`src/rtl/axi_pkg.sv`:
```
// Shared AXI4 types, protocol constants and payload-width helpers
// for the register slice.
package axi_pkg;

  typedef enum logic {
    SLICE_BYPASS = 1'b0,
    SLICE_FULL   = 1'b1
  } slice_mode_e;

  typedef enum logic [1:0] {
    ST_EMPTY = 2'd0,
    ST_ONE   = 2'd1,
    ST_FULL  = 2'd2
  } skid_state_e;

  localparam logic [1:0] FIXED  = 2'b00;
  localparam logic [1:0] INCR   = 2'b01;
  localparam logic [1:0] WRAP   = 2'b10;

  localparam logic [1:0] OKAY   = 2'b00;
  localparam logic [1:0] EXOKAY = 2'b01;
  localparam logic [1:0] SLVERR = 2'b10;
  localparam logic [1:0] DECERR = 2'b11;

  // len 8 + size 3 + burst 2 + lock 1 + cache 4 + prot 3 + qos 4 + region 4
  function automatic int aw_w(input int id_w, input int addr_w);
    return id_w + addr_w + 29;
  endfunction

  function automatic int w_w(input int data_w);
    return data_w + data_w / 8 + 1;
  endfunction

  function automatic int b_w(input int id_w);
    return id_w + 2;
  endfunction

  function automatic int r_w(input int id_w, input int data_w);
    return id_w + data_w + 3;
  endfunction

endpackage

```
`src/rtl/axi_if.sv`:
```
// Parametrised AXI4 bundle with master and slave views.
interface axi_if #(
  parameter int ID_W   = 4,
  parameter int ADDR_W = 32,
  parameter int DATA_W = 32
);

  logic [ID_W-1:0]     awid;
  logic [ADDR_W-1:0]   awaddr;
  logic [7:0]          awlen;
  logic [2:0]          awsize;
  logic [1:0]          awburst;
  logic                awlock;
  logic [3:0]          awcache;
  logic [2:0]          awprot;
  logic [3:0]          awqos;
  logic [3:0]          awregion;
  logic                awvalid;
  logic                awready;

  logic [DATA_W-1:0]   wdata;
  logic [DATA_W/8-1:0] wstrb;
  logic                wlast;
  logic                wvalid;
  logic                wready;

  logic [ID_W-1:0]     bid;
  logic [1:0]          bresp;
  logic                bvalid;
  logic                bready;

  logic [ID_W-1:0]     arid;
  logic [ADDR_W-1:0]   araddr;
  logic [7:0]          arlen;
  logic [2:0]          arsize;
  logic [1:0]          arburst;
  logic                arlock;
  logic [3:0]          arcache;
  logic [2:0]          arprot;
  logic [3:0]          arqos;
  logic [3:0]          arregion;
  logic                arvalid;
  logic                arready;

  logic [ID_W-1:0]     rid;
  logic [DATA_W-1:0]   rdata;
  logic [1:0]          rresp;
  logic                rlast;
  logic                rvalid;
  logic                rready;

  modport master (
    output awid, awaddr, awlen, awsize, awburst,
    output awlock, awcache, awprot, awqos, awregion,
    output awvalid,
    input  awready,
    output wdata, wstrb, wlast, wvalid,
    input  wready,
    input  bid, bresp, bvalid,
    output bready,
    output arid, araddr, arlen, arsize, arburst,
    output arlock, arcache, arprot, arqos, arregion,
    output arvalid,
    input  arready,
    input  rid, rdata, rresp, rlast, rvalid,
    output rready
  );

  modport slave (
    input  awid, awaddr, awlen, awsize, awburst,
    input  awlock, awcache, awprot, awqos, awregion,
    input  awvalid,
    output awready,
    input  wdata, wstrb, wlast, wvalid,
    output wready,
    output bid, bresp, bvalid,
    input  bready,
    input  arid, araddr, arlen, arsize, arburst,
    input  arlock, arcache, arprot, arqos, arregion,
    input  arvalid,
    output arready,
    output rid, rdata, rresp, rlast, rvalid,
    input  rready
  );

endinterface

```
`src/rtl/axi_skid_buffer.sv`:
```
// One valid/ready channel stage: plain wires, or a two-entry skid
// buffer with registered ready, valid and payload.
module axi_skid_buffer
  import axi_pkg::*;
#(
  parameter int          WIDTH = 8,
  parameter slice_mode_e MODE  = SLICE_FULL
) (
  input  logic             clk,
  input  logic             rst,
  input  logic             in_valid,
  output logic             in_ready,
  input  logic [WIDTH-1:0] in_data,
  output logic             out_valid,
  input  logic             out_ready,
  output logic [WIDTH-1:0] out_data
);

  if (MODE != SLICE_BYPASS && MODE != SLICE_FULL) begin : g_bad_mode
    $error("axi_skid_buffer: illegal MODE");
  end

  if (MODE == SLICE_BYPASS) begin : g_bypass

    assign out_valid = in_valid;
    assign out_data  = in_data;
    assign in_ready  = out_ready;

  end else begin : g_full

    skid_state_e      state_q, state_d;
    logic             rdy_q;
    logic [WIDTH-1:0] out_q;
    logic [WIDTH-1:0] skid_q;
    logic             in_hs, out_hs;
    logic             ld_out, ld_skid, sel_skid;

    assign in_hs     = in_valid & rdy_q;
    assign out_hs    = out_valid & out_ready;
    assign in_ready  = rdy_q;
    assign out_valid = (state_q != ST_EMPTY);
    assign out_data  = out_q;

    always_comb begin
      state_d  = state_q;
      ld_out   = 1'b0;
      ld_skid  = 1'b0;
      sel_skid = 1'b0;
      unique case (state_q)
        ST_EMPTY: begin
          if (in_hs) begin
            state_d = ST_ONE;
            ld_out  = 1'b1;
          end
        end
        ST_ONE: begin
          if (in_hs && !out_hs) begin
            state_d = ST_FULL;
            ld_skid = 1'b1;
          end else if (!in_hs && out_hs) begin
            state_d = ST_EMPTY;
          end else if (in_hs && out_hs) begin
            ld_out = 1'b1;
          end
        end
        ST_FULL: begin
          // rdy_q is low here, so only the drain side can move
          if (out_hs) begin
            state_d  = ST_ONE;
            ld_out   = 1'b1;
            sel_skid = 1'b1;
          end
        end
        default: state_d = ST_EMPTY;
      endcase
    end

    always_ff @(posedge clk) begin
      if (rst) begin
        state_q <= ST_EMPTY;
        rdy_q   <= 1'b0;
      end else begin
        state_q <= state_d;
        rdy_q   <= (state_d != ST_FULL);
      end
    end

    always_ff @(posedge clk) begin
      if (ld_out) out_q <= sel_skid ? skid_q : in_data;
      if (ld_skid) skid_q <= in_data;
    end

  end

endmodule

```
`src/rtl/axi_register_slice.sv`:
```
// AXI4 register slice: five independent channel stages, the top
// only packs and unpacks the channel payloads.
module axi_register_slice
  import axi_pkg::*;
#(
  parameter int          ID_W    = 4,
  parameter int          ADDR_W  = 32,
  parameter int          DATA_W  = 32,
  parameter slice_mode_e AW_MODE = SLICE_FULL,
  parameter slice_mode_e W_MODE  = SLICE_FULL,
  parameter slice_mode_e B_MODE  = SLICE_FULL,
  parameter slice_mode_e AR_MODE = SLICE_FULL,
  parameter slice_mode_e R_MODE  = SLICE_FULL
) (
  input  logic   clk,
  input  logic   rst,
  axi_if.slave   s,
  axi_if.master  m
);

  if (DATA_W < 8 || DATA_W > 1024 || (DATA_W % 8) != 0) begin : g_bad_dw
    $error("axi_register_slice: illegal DATA_W");
  end

  localparam int AWW = aw_w(ID_W, ADDR_W);
  localparam int WW  = w_w(DATA_W);
  localparam int BW  = b_w(ID_W);
  localparam int RW  = r_w(ID_W, DATA_W);

  logic [AWW-1:0] aw_in, aw_out;
  logic [WW-1:0]  w_in,  w_out;
  logic [BW-1:0]  b_in,  b_out;
  logic [AWW-1:0] ar_in, ar_out;
  logic [RW-1:0]  r_in,  r_out;

  assign aw_in = {s.awid, s.awaddr, s.awlen, s.awsize,
                  s.awburst, s.awlock, s.awcache, s.awprot,
                  s.awqos, s.awregion};
  assign {m.awid, m.awaddr, m.awlen, m.awsize,
          m.awburst, m.awlock, m.awcache, m.awprot,
          m.awqos, m.awregion} = aw_out;

  assign w_in = {s.wdata, s.wstrb, s.wlast};
  assign {m.wdata, m.wstrb, m.wlast} = w_out;

  assign b_in = {m.bid, m.bresp};
  assign {s.bid, s.bresp} = b_out;

  assign ar_in = {s.arid, s.araddr, s.arlen, s.arsize,
                  s.arburst, s.arlock, s.arcache, s.arprot,
                  s.arqos, s.arregion};
  assign {m.arid, m.araddr, m.arlen, m.arsize,
          m.arburst, m.arlock, m.arcache, m.arprot,
          m.arqos, m.arregion} = ar_out;

  assign r_in = {m.rid, m.rdata, m.rresp, m.rlast};
  assign {s.rid, s.rdata, s.rresp, s.rlast} = r_out;

  axi_skid_buffer #(.WIDTH(AWW), .MODE(AW_MODE)) u_aw (
    .clk       (clk),
    .rst       (rst),
    .in_valid  (s.awvalid),
    .in_ready  (s.awready),
    .in_data   (aw_in),
    .out_valid (m.awvalid),
    .out_ready (m.awready),
    .out_data  (aw_out)
  );

  axi_skid_buffer #(.WIDTH(WW), .MODE(W_MODE)) u_w (
    .clk       (clk),
    .rst       (rst),
    .in_valid  (s.wvalid),
    .in_ready  (s.wready),
    .in_data   (w_in),
    .out_valid (m.wvalid),
    .out_ready (m.wready),
    .out_data  (w_out)
  );

  // Response channels run from the downstream slave back upstream
  axi_skid_buffer #(.WIDTH(BW), .MODE(B_MODE)) u_b (
    .clk       (clk),
    .rst       (rst),
    .in_valid  (m.bvalid),
    .in_ready  (m.bready),
    .in_data   (b_in),
    .out_valid (s.bvalid),
    .out_ready (s.bready),
    .out_data  (b_out)
  );

  axi_skid_buffer #(.WIDTH(AWW), .MODE(AR_MODE)) u_ar (
    .clk       (clk),
    .rst       (rst),
    .in_valid  (s.arvalid),
    .in_ready  (s.arready),
    .in_data   (ar_in),
    .out_valid (m.arvalid),
    .out_ready (m.arready),
    .out_data  (ar_out)
  );

  axi_skid_buffer #(.WIDTH(RW), .MODE(R_MODE)) u_r (
    .clk       (clk),
    .rst       (rst),
    .in_valid  (m.rvalid),
    .in_ready  (m.rready),
    .in_data   (r_in),
    .out_valid (s.rvalid),
    .out_ready (s.rready),
    .out_data  (r_out)
  );

endmodule

```
`src/flat_wrapper.sv`:
```
// flat-port wrapper written by rule: the top's interface ports become plain ports
module axi_register_slice_flat import axi_pkg::*;
#(
  parameter int          ID_W    = 4,
  parameter int          ADDR_W  = 32,
  parameter int          DATA_W  = 32,
  parameter slice_mode_e AW_MODE = SLICE_FULL,
  parameter slice_mode_e W_MODE  = SLICE_FULL,
  parameter slice_mode_e B_MODE  = SLICE_FULL,
  parameter slice_mode_e AR_MODE = SLICE_FULL,
  parameter slice_mode_e R_MODE  = SLICE_FULL
)
  (clk, rst, s_awid, s_awaddr, s_awlen, s_awsize, s_awburst, s_awlock, s_awcache, s_awprot, s_awqos, s_awregion, s_awvalid, s_awready, s_wdata, s_wstrb, s_wlast, s_wvalid, s_wready, s_bid, s_bresp, s_bvalid, s_bready, s_arid, s_araddr, s_arlen, s_arsize, s_arburst, s_arlock, s_arcache, s_arprot, s_arqos, s_arregion, s_arvalid, s_arready, s_rid, s_rdata, s_rresp, s_rlast, s_rvalid, s_rready, m_awid, m_awaddr, m_awlen, m_awsize, m_awburst, m_awlock, m_awcache, m_awprot, m_awqos, m_awregion, m_awvalid, m_awready, m_wdata, m_wstrb, m_wlast, m_wvalid, m_wready, m_bid, m_bresp, m_bvalid, m_bready, m_arid, m_araddr, m_arlen, m_arsize, m_arburst, m_arlock, m_arcache, m_arprot, m_arqos, m_arregion, m_arvalid, m_arready, m_rid, m_rdata, m_rresp, m_rlast, m_rvalid, m_rready);
  axi_if #(.ID_W(ID_W), .ADDR_W(ADDR_W), .DATA_W(DATA_W)) s_i ();
  axi_if #(.ID_W(ID_W), .ADDR_W(ADDR_W), .DATA_W(DATA_W)) m_i ();
  input  logic clk;
  input  logic rst;
  input wire logic [$bits(s_i.awid)-1:0] s_awid;
  input wire logic [$bits(s_i.awaddr)-1:0] s_awaddr;
  input wire logic [$bits(s_i.awlen)-1:0] s_awlen;
  input wire logic [$bits(s_i.awsize)-1:0] s_awsize;
  input wire logic [$bits(s_i.awburst)-1:0] s_awburst;
  input wire logic [$bits(s_i.awlock)-1:0] s_awlock;
  input wire logic [$bits(s_i.awcache)-1:0] s_awcache;
  input wire logic [$bits(s_i.awprot)-1:0] s_awprot;
  input wire logic [$bits(s_i.awqos)-1:0] s_awqos;
  input wire logic [$bits(s_i.awregion)-1:0] s_awregion;
  input wire logic [$bits(s_i.awvalid)-1:0] s_awvalid;
  output wire logic [$bits(s_i.awready)-1:0] s_awready;
  input wire logic [$bits(s_i.wdata)-1:0] s_wdata;
  input wire logic [$bits(s_i.wstrb)-1:0] s_wstrb;
  input wire logic [$bits(s_i.wlast)-1:0] s_wlast;
  input wire logic [$bits(s_i.wvalid)-1:0] s_wvalid;
  output wire logic [$bits(s_i.wready)-1:0] s_wready;
  output wire logic [$bits(s_i.bid)-1:0] s_bid;
  output wire logic [$bits(s_i.bresp)-1:0] s_bresp;
  output wire logic [$bits(s_i.bvalid)-1:0] s_bvalid;
  input wire logic [$bits(s_i.bready)-1:0] s_bready;
  input wire logic [$bits(s_i.arid)-1:0] s_arid;
  input wire logic [$bits(s_i.araddr)-1:0] s_araddr;
  input wire logic [$bits(s_i.arlen)-1:0] s_arlen;
  input wire logic [$bits(s_i.arsize)-1:0] s_arsize;
  input wire logic [$bits(s_i.arburst)-1:0] s_arburst;
  input wire logic [$bits(s_i.arlock)-1:0] s_arlock;
  input wire logic [$bits(s_i.arcache)-1:0] s_arcache;
  input wire logic [$bits(s_i.arprot)-1:0] s_arprot;
  input wire logic [$bits(s_i.arqos)-1:0] s_arqos;
  input wire logic [$bits(s_i.arregion)-1:0] s_arregion;
  input wire logic [$bits(s_i.arvalid)-1:0] s_arvalid;
  output wire logic [$bits(s_i.arready)-1:0] s_arready;
  output wire logic [$bits(s_i.rid)-1:0] s_rid;
  output wire logic [$bits(s_i.rdata)-1:0] s_rdata;
  output wire logic [$bits(s_i.rresp)-1:0] s_rresp;
  output wire logic [$bits(s_i.rlast)-1:0] s_rlast;
  output wire logic [$bits(s_i.rvalid)-1:0] s_rvalid;
  input wire logic [$bits(s_i.rready)-1:0] s_rready;
  output wire logic [$bits(m_i.awid)-1:0] m_awid;
  output wire logic [$bits(m_i.awaddr)-1:0] m_awaddr;
  output wire logic [$bits(m_i.awlen)-1:0] m_awlen;
  output wire logic [$bits(m_i.awsize)-1:0] m_awsize;
  output wire logic [$bits(m_i.awburst)-1:0] m_awburst;
  output wire logic [$bits(m_i.awlock)-1:0] m_awlock;
  output wire logic [$bits(m_i.awcache)-1:0] m_awcache;
  output wire logic [$bits(m_i.awprot)-1:0] m_awprot;
  output wire logic [$bits(m_i.awqos)-1:0] m_awqos;
  output wire logic [$bits(m_i.awregion)-1:0] m_awregion;
  output wire logic [$bits(m_i.awvalid)-1:0] m_awvalid;
  input wire logic [$bits(m_i.awready)-1:0] m_awready;
  output wire logic [$bits(m_i.wdata)-1:0] m_wdata;
  output wire logic [$bits(m_i.wstrb)-1:0] m_wstrb;
  output wire logic [$bits(m_i.wlast)-1:0] m_wlast;
  output wire logic [$bits(m_i.wvalid)-1:0] m_wvalid;
  input wire logic [$bits(m_i.wready)-1:0] m_wready;
  input wire logic [$bits(m_i.bid)-1:0] m_bid;
  input wire logic [$bits(m_i.bresp)-1:0] m_bresp;
  input wire logic [$bits(m_i.bvalid)-1:0] m_bvalid;
  output wire logic [$bits(m_i.bready)-1:0] m_bready;
  output wire logic [$bits(m_i.arid)-1:0] m_arid;
  output wire logic [$bits(m_i.araddr)-1:0] m_araddr;
  output wire logic [$bits(m_i.arlen)-1:0] m_arlen;
  output wire logic [$bits(m_i.arsize)-1:0] m_arsize;
  output wire logic [$bits(m_i.arburst)-1:0] m_arburst;
  output wire logic [$bits(m_i.arlock)-1:0] m_arlock;
  output wire logic [$bits(m_i.arcache)-1:0] m_arcache;
  output wire logic [$bits(m_i.arprot)-1:0] m_arprot;
  output wire logic [$bits(m_i.arqos)-1:0] m_arqos;
  output wire logic [$bits(m_i.arregion)-1:0] m_arregion;
  output wire logic [$bits(m_i.arvalid)-1:0] m_arvalid;
  input wire logic [$bits(m_i.arready)-1:0] m_arready;
  input wire logic [$bits(m_i.rid)-1:0] m_rid;
  input wire logic [$bits(m_i.rdata)-1:0] m_rdata;
  input wire logic [$bits(m_i.rresp)-1:0] m_rresp;
  input wire logic [$bits(m_i.rlast)-1:0] m_rlast;
  input wire logic [$bits(m_i.rvalid)-1:0] m_rvalid;
  output wire logic [$bits(m_i.rready)-1:0] m_rready;
  assign s_i.awid = s_awid;
  assign s_i.awaddr = s_awaddr;
  assign s_i.awlen = s_awlen;
  assign s_i.awsize = s_awsize;
  assign s_i.awburst = s_awburst;
  assign s_i.awlock = s_awlock;
  assign s_i.awcache = s_awcache;
  assign s_i.awprot = s_awprot;
  assign s_i.awqos = s_awqos;
  assign s_i.awregion = s_awregion;
  assign s_i.awvalid = s_awvalid;
  assign s_awready = s_i.awready;
  assign s_i.wdata = s_wdata;
  assign s_i.wstrb = s_wstrb;
  assign s_i.wlast = s_wlast;
  assign s_i.wvalid = s_wvalid;
  assign s_wready = s_i.wready;
  assign s_bid = s_i.bid;
  assign s_bresp = s_i.bresp;
  assign s_bvalid = s_i.bvalid;
  assign s_i.bready = s_bready;
  assign s_i.arid = s_arid;
  assign s_i.araddr = s_araddr;
  assign s_i.arlen = s_arlen;
  assign s_i.arsize = s_arsize;
  assign s_i.arburst = s_arburst;
  assign s_i.arlock = s_arlock;
  assign s_i.arcache = s_arcache;
  assign s_i.arprot = s_arprot;
  assign s_i.arqos = s_arqos;
  assign s_i.arregion = s_arregion;
  assign s_i.arvalid = s_arvalid;
  assign s_arready = s_i.arready;
  assign s_rid = s_i.rid;
  assign s_rdata = s_i.rdata;
  assign s_rresp = s_i.rresp;
  assign s_rlast = s_i.rlast;
  assign s_rvalid = s_i.rvalid;
  assign s_i.rready = s_rready;
  assign m_awid = m_i.awid;
  assign m_awaddr = m_i.awaddr;
  assign m_awlen = m_i.awlen;
  assign m_awsize = m_i.awsize;
  assign m_awburst = m_i.awburst;
  assign m_awlock = m_i.awlock;
  assign m_awcache = m_i.awcache;
  assign m_awprot = m_i.awprot;
  assign m_awqos = m_i.awqos;
  assign m_awregion = m_i.awregion;
  assign m_awvalid = m_i.awvalid;
  assign m_i.awready = m_awready;
  assign m_wdata = m_i.wdata;
  assign m_wstrb = m_i.wstrb;
  assign m_wlast = m_i.wlast;
  assign m_wvalid = m_i.wvalid;
  assign m_i.wready = m_wready;
  assign m_i.bid = m_bid;
  assign m_i.bresp = m_bresp;
  assign m_i.bvalid = m_bvalid;
  assign m_bready = m_i.bready;
  assign m_arid = m_i.arid;
  assign m_araddr = m_i.araddr;
  assign m_arlen = m_i.arlen;
  assign m_arsize = m_i.arsize;
  assign m_arburst = m_i.arburst;
  assign m_arlock = m_i.arlock;
  assign m_arcache = m_i.arcache;
  assign m_arprot = m_i.arprot;
  assign m_arqos = m_i.arqos;
  assign m_arregion = m_i.arregion;
  assign m_arvalid = m_i.arvalid;
  assign m_i.arready = m_arready;
  assign m_i.rid = m_rid;
  assign m_i.rdata = m_rdata;
  assign m_i.rresp = m_rresp;
  assign m_i.rlast = m_rlast;
  assign m_i.rvalid = m_rvalid;
  assign m_rready = m_i.rready;
  axi_register_slice #(.ID_W(ID_W), .ADDR_W(ADDR_W), .DATA_W(DATA_W), .AW_MODE(AW_MODE), .W_MODE(W_MODE), .B_MODE(B_MODE), .AR_MODE(AR_MODE), .R_MODE(R_MODE)) u_core (.clk(clk), .rst(rst), .s(s_i), .m(m_i));
endmodule
```
`config.mk`:
```
export PLATFORM = sky130hd
export DESIGN_NAME = axi_register_slice_flat
export DESIGN_NICKNAME = d
export VERILOG_FILES = /design/src/rtl/axi_pkg.sv /design/src/rtl/axi_if.sv /design/src/rtl/axi_skid_buffer.sv /design/src/rtl/axi_register_slice.sv /design/src/flat_wrapper.sv
export SDC_FILE = /design/constraint.sdc
export NUM_CORES = 1
export LEC_CHECK = 0
export ABC_AREA = 1
export CAP_MARGIN = 20
export CORE_MARGIN = 3
export CORE_UTILIZATION = 48
export DETAILED_ROUTE_END_ITERATION = 6
export PLACE_DENSITY = 0.87
export SLEW_MARGIN = 20
export SYNTH_ARGS = -nofsm -noshare
export SYNTH_HDL_FRONTEND = slang
export SYNTH_SLANG_ARGS = --single-unit
```
`constraint.sdc`:
```
create_clock -name clk -period 5.6 [get_ports clk]
set_input_delay 1.12 -clock clk [delete_from_list [all_inputs] [get_ports clk]]
set_output_delay 1.12 -clock clk [all_outputs]
set_load 0.1 [all_outputs]
```
==> run metrics <==
status completed; Initial Util 48.95%; maxcap violations 0; Hold Crit Class reg2reg; top post-synthesis cells by count edfxtp_1 (424), nand2_1 (422), nand3_1 (189), inv_1 (61), o21ai_0 (40); measured slew at the worst slew-check pin 1.114 ns; Synth top area share 77.00%; wire length per cell 19.28 um; crit-path max cell delay 0.75 ns; drt first pass iters 5; Syn Inst Count 1246; dominant cells by area after synthesis edfxtp_1 (77%), nand2_1 (9.6%), nand3_1 (5.7%); Yosys warnings 0; clk buf depth 3; Power Dens Cells 341.3 nW/um^2; total power 7.753 mW; most frequent CP cell buf_4; CP Launch Type primary input; hold buffer count at cts 0; Fmax 286.1 MHz; DIE WIDTH 191.6 um; Max-slew headroom 25.48%; synthesis-to-finish area growth 37.37%; FFs w/ async S/R, synth 0%; layout cells sized above 1 5.355%; Hold Path Depth 2; Total GRT Usage 22.09%; clk_skew 0.01103 ns; number of remaining DRC errors 0; DRT iter0 DRCs 914; predominant post-synthesis flop cell edfxtp_1; hold worst-path end u_core.u_w.g_full.state_q[0]$_SDFF_PP0_; Resized Gates After CTS 0; syn_nets 1470; CTS tree yes; Critical Path Sink Type register; # nets final 1913; CP Data Required Time 5.77 ns; antenna viol nets, final 0; CP cell instances buf_2, buf_4, nand2_4, nand2_2, buf_4; post-synthesis register bit count 439; Post-Synthesis Cell Area 16540 um^2; TNS Setup 0 ns; Die H 191.6 um; Cell Count, Final, Fillers Out 2170; largest net degree at the start of global routing 69; final WL 41.84 mm; WS Path Type in2reg; Unique masters post-synth 19; RR Startpoint u_core.u_ar.g_full.state_q[1]$_SDFF_PP0_; crit-path max FO 68; global-route wire length before repair 62.84 mm; Max VDD drop 0.0002442 V; Post-synth EDFFs 424; hold path start u_core.u_w.g_full.state_q[0]$_SDFF_PP0_; total grt overflow 0; final hold viol count 0; Critical Path AT 3.67 ns; CP max-delay cell nand2_2; via/cell ratio 5.224; Worst Reg2Reg Path Length in Cells 5; core area 33780 um^2; post-CTS setup buffer count 0; Synth area leader edfxtp_1; clk_lat worst skew 0.53 ns; Mapped Avg Cell Area 13.27 um^2; Boundary Pins 446; post-synthesis sequential area ratio 78.81%; initial antenna violation count 5; Min Clock Period, post-route 3.495 ns; full die area 36710 um^2; count of pins over their slew limit 0; CTS sink count 439; R2R Setup Slk 2.99 ns; placed cells 2091; Static Leak 8.700 nW; HPWL Detailed 28.30 mm; number of global-route vias before repair 11400; Root Driver clkbuf_16; FP Rows 67; IO Port Bufs 445; cts bufs inserted 44; clock slew at reported path FFs 0.06 ns; final worst-path cycle share 62.41%; Via Count 11340; GPL Wtd Cong 0.8489; count leader, synth edfxtp_1; H-tree depth 2; R2R Path End u_core.u_ar.out_data[42]$_DFFE_PP_; Final setup viols 0; RSZ-0062 raised after global routing false
sequential cells by signal, indices dropped and copies added (netlist names):
| signal | count |
|---|---|
| u_core.u_ar.g_full.state_q | 2 |
| u_core.u_aw.g_full.skid_q | 65 |
| u_core.u_w.g_full.skid_q | 37 |
| u_core.u_aw.g_full.state_q | 2 |
| u_core.u_r.g_full.skid_q | 39 |
| u_core.u_ar.out_data | 65 |
| u_core.u_b.g_full.state_q | 2 |
| u_core.u_aw.out_data | 65 |
| u_core.u_b.g_full.skid_q | 6 |
| u_core.u_w.g_full.state_q | 2 |
| u_core.u_ar.g_full.skid_q | 65 |
| u_core.u_aw.in_ready | 1 |
| u_core.u_r.g_full.state_q | 2 |
| u_core.u_w.in_ready | 1 |
| u_core.u_w.out_data | 37 |
| u_core.u_r.out_data | 39 |
| u_core.u_b.in_ready | 1 |
| u_core.u_b.out_data | 6 |
| u_core.u_ar.in_ready | 1 |
| u_core.u_r.in_ready | 1 |
critical path, delay by kind of cell:
kind / cells / cell delay (ns)
AND/OR/NAND/NOR: 2 / 1.32
buffers and inverters: 3 / 1.17
metal layers:
metal / wire length (um) / up-vias / global-route usage (%)
met5: 23 / - / 0
met4: 1615 / 4 / 8.439
met3: 4411 / 107 / 6.114
met2: 21350 / 651 / 38.86
met1: 14440 / 5343 / 25.83
li1: - / 5232 / -
cell families (layout without fill, tap and decap cells):
| kind of cell | after synthesis | count (layout) | share of synthesized area (%) |
|---|---|---|---|
| DFF | 439 | 439 | 78.81 |
| AOI/OAI and AO/OA | 49 | 49 | 1.483 |
| buffers and inverters | 129 | 601 | 3.791 |
| and+or+nand+nor | 629 | 629 | 15.91 |
| other | 0 | 4 | 0 |
per-stage QoR:
step | utilization, % | hold WS [ns] | area (um^2) | worst slack [ns]
finish | 67.24 | 0.5155 | 22720 | 2.105
global route | 67.23 | 0.5659 | 22710 | 1.918
CTS | 67.19 | 0.5187 | 22700 | 1.684
detailed placement | 63.08 | 0.5113 | 21310 | 1.164
global placement | 63.02 | 0.4916 | 21290 | 1.283
floorplan | - | 0.4809 | 16540 | 1.303
area by class of cell:
| cell class | count | area, um^2 |
|---|---|---|
| sequential | 439 | 13030 |
| fill | 2224 | 11070 |
| timing repair buffer | 462 | 4584 |
| multi-input combinational | 678 | 2899 |
| clock buffer | 55 | 1164 |
| tap | 448 | 560.5 |
| inverter | 64 | 240.2 |
| clock inverter | 20 | 225.2 |
| antenna | 4 | 10.01 |
report_power, final:
group | switching [mW] | total [mW] | internal [mW]
clock | 1.16 | 2.86 | 1.70
sequential | 0.0369 | 3.76 | 3.72
combinational | 0.823 | 1.13 | 0.307
total | 2.02 | 7.75 | 5.73
cells in the final DEF, fill, tap and decap left out, drive strengths merged:
cell type        n
nand3          189
nor2            14
bufinv           5
diode            4
nand4            1
clkinvlp         1
dfxtp           15
inv             65
clkbuf          55
or2              1
clkdlybuf4s50  443
buf             19
edfxtp         424
nand2          422
and2             1
a21oi            9
clkinv          13
o21ai           40
nor3             1
worst max path at each step:
stage	start	endpoint	slack, ns	cells after the start
after floorplan	s_wvalid	u_core.u_w.g_full.skid_q[0]$_DFFE_PP_	1.30	2
after global placement	m_arready	u_core.u_ar.out_data[31]$_DFFE_PP_	1.28	5
after detailed placement	m_arready	u_core.u_ar.out_data[31]$_DFFE_PP_	1.16	5
after CTS	m_arready	u_core.u_ar.out_data[50]$_DFFE_PP_	1.68	5
after global routing	m_arready	u_core.u_ar.out_data[42]$_DFFE_PP_	1.92	5
final	m_arready	u_core.u_ar.out_data[42]$_DFFE_PP_	2.10	5
No activity file was read; power rests on OpenSTA's default activity.
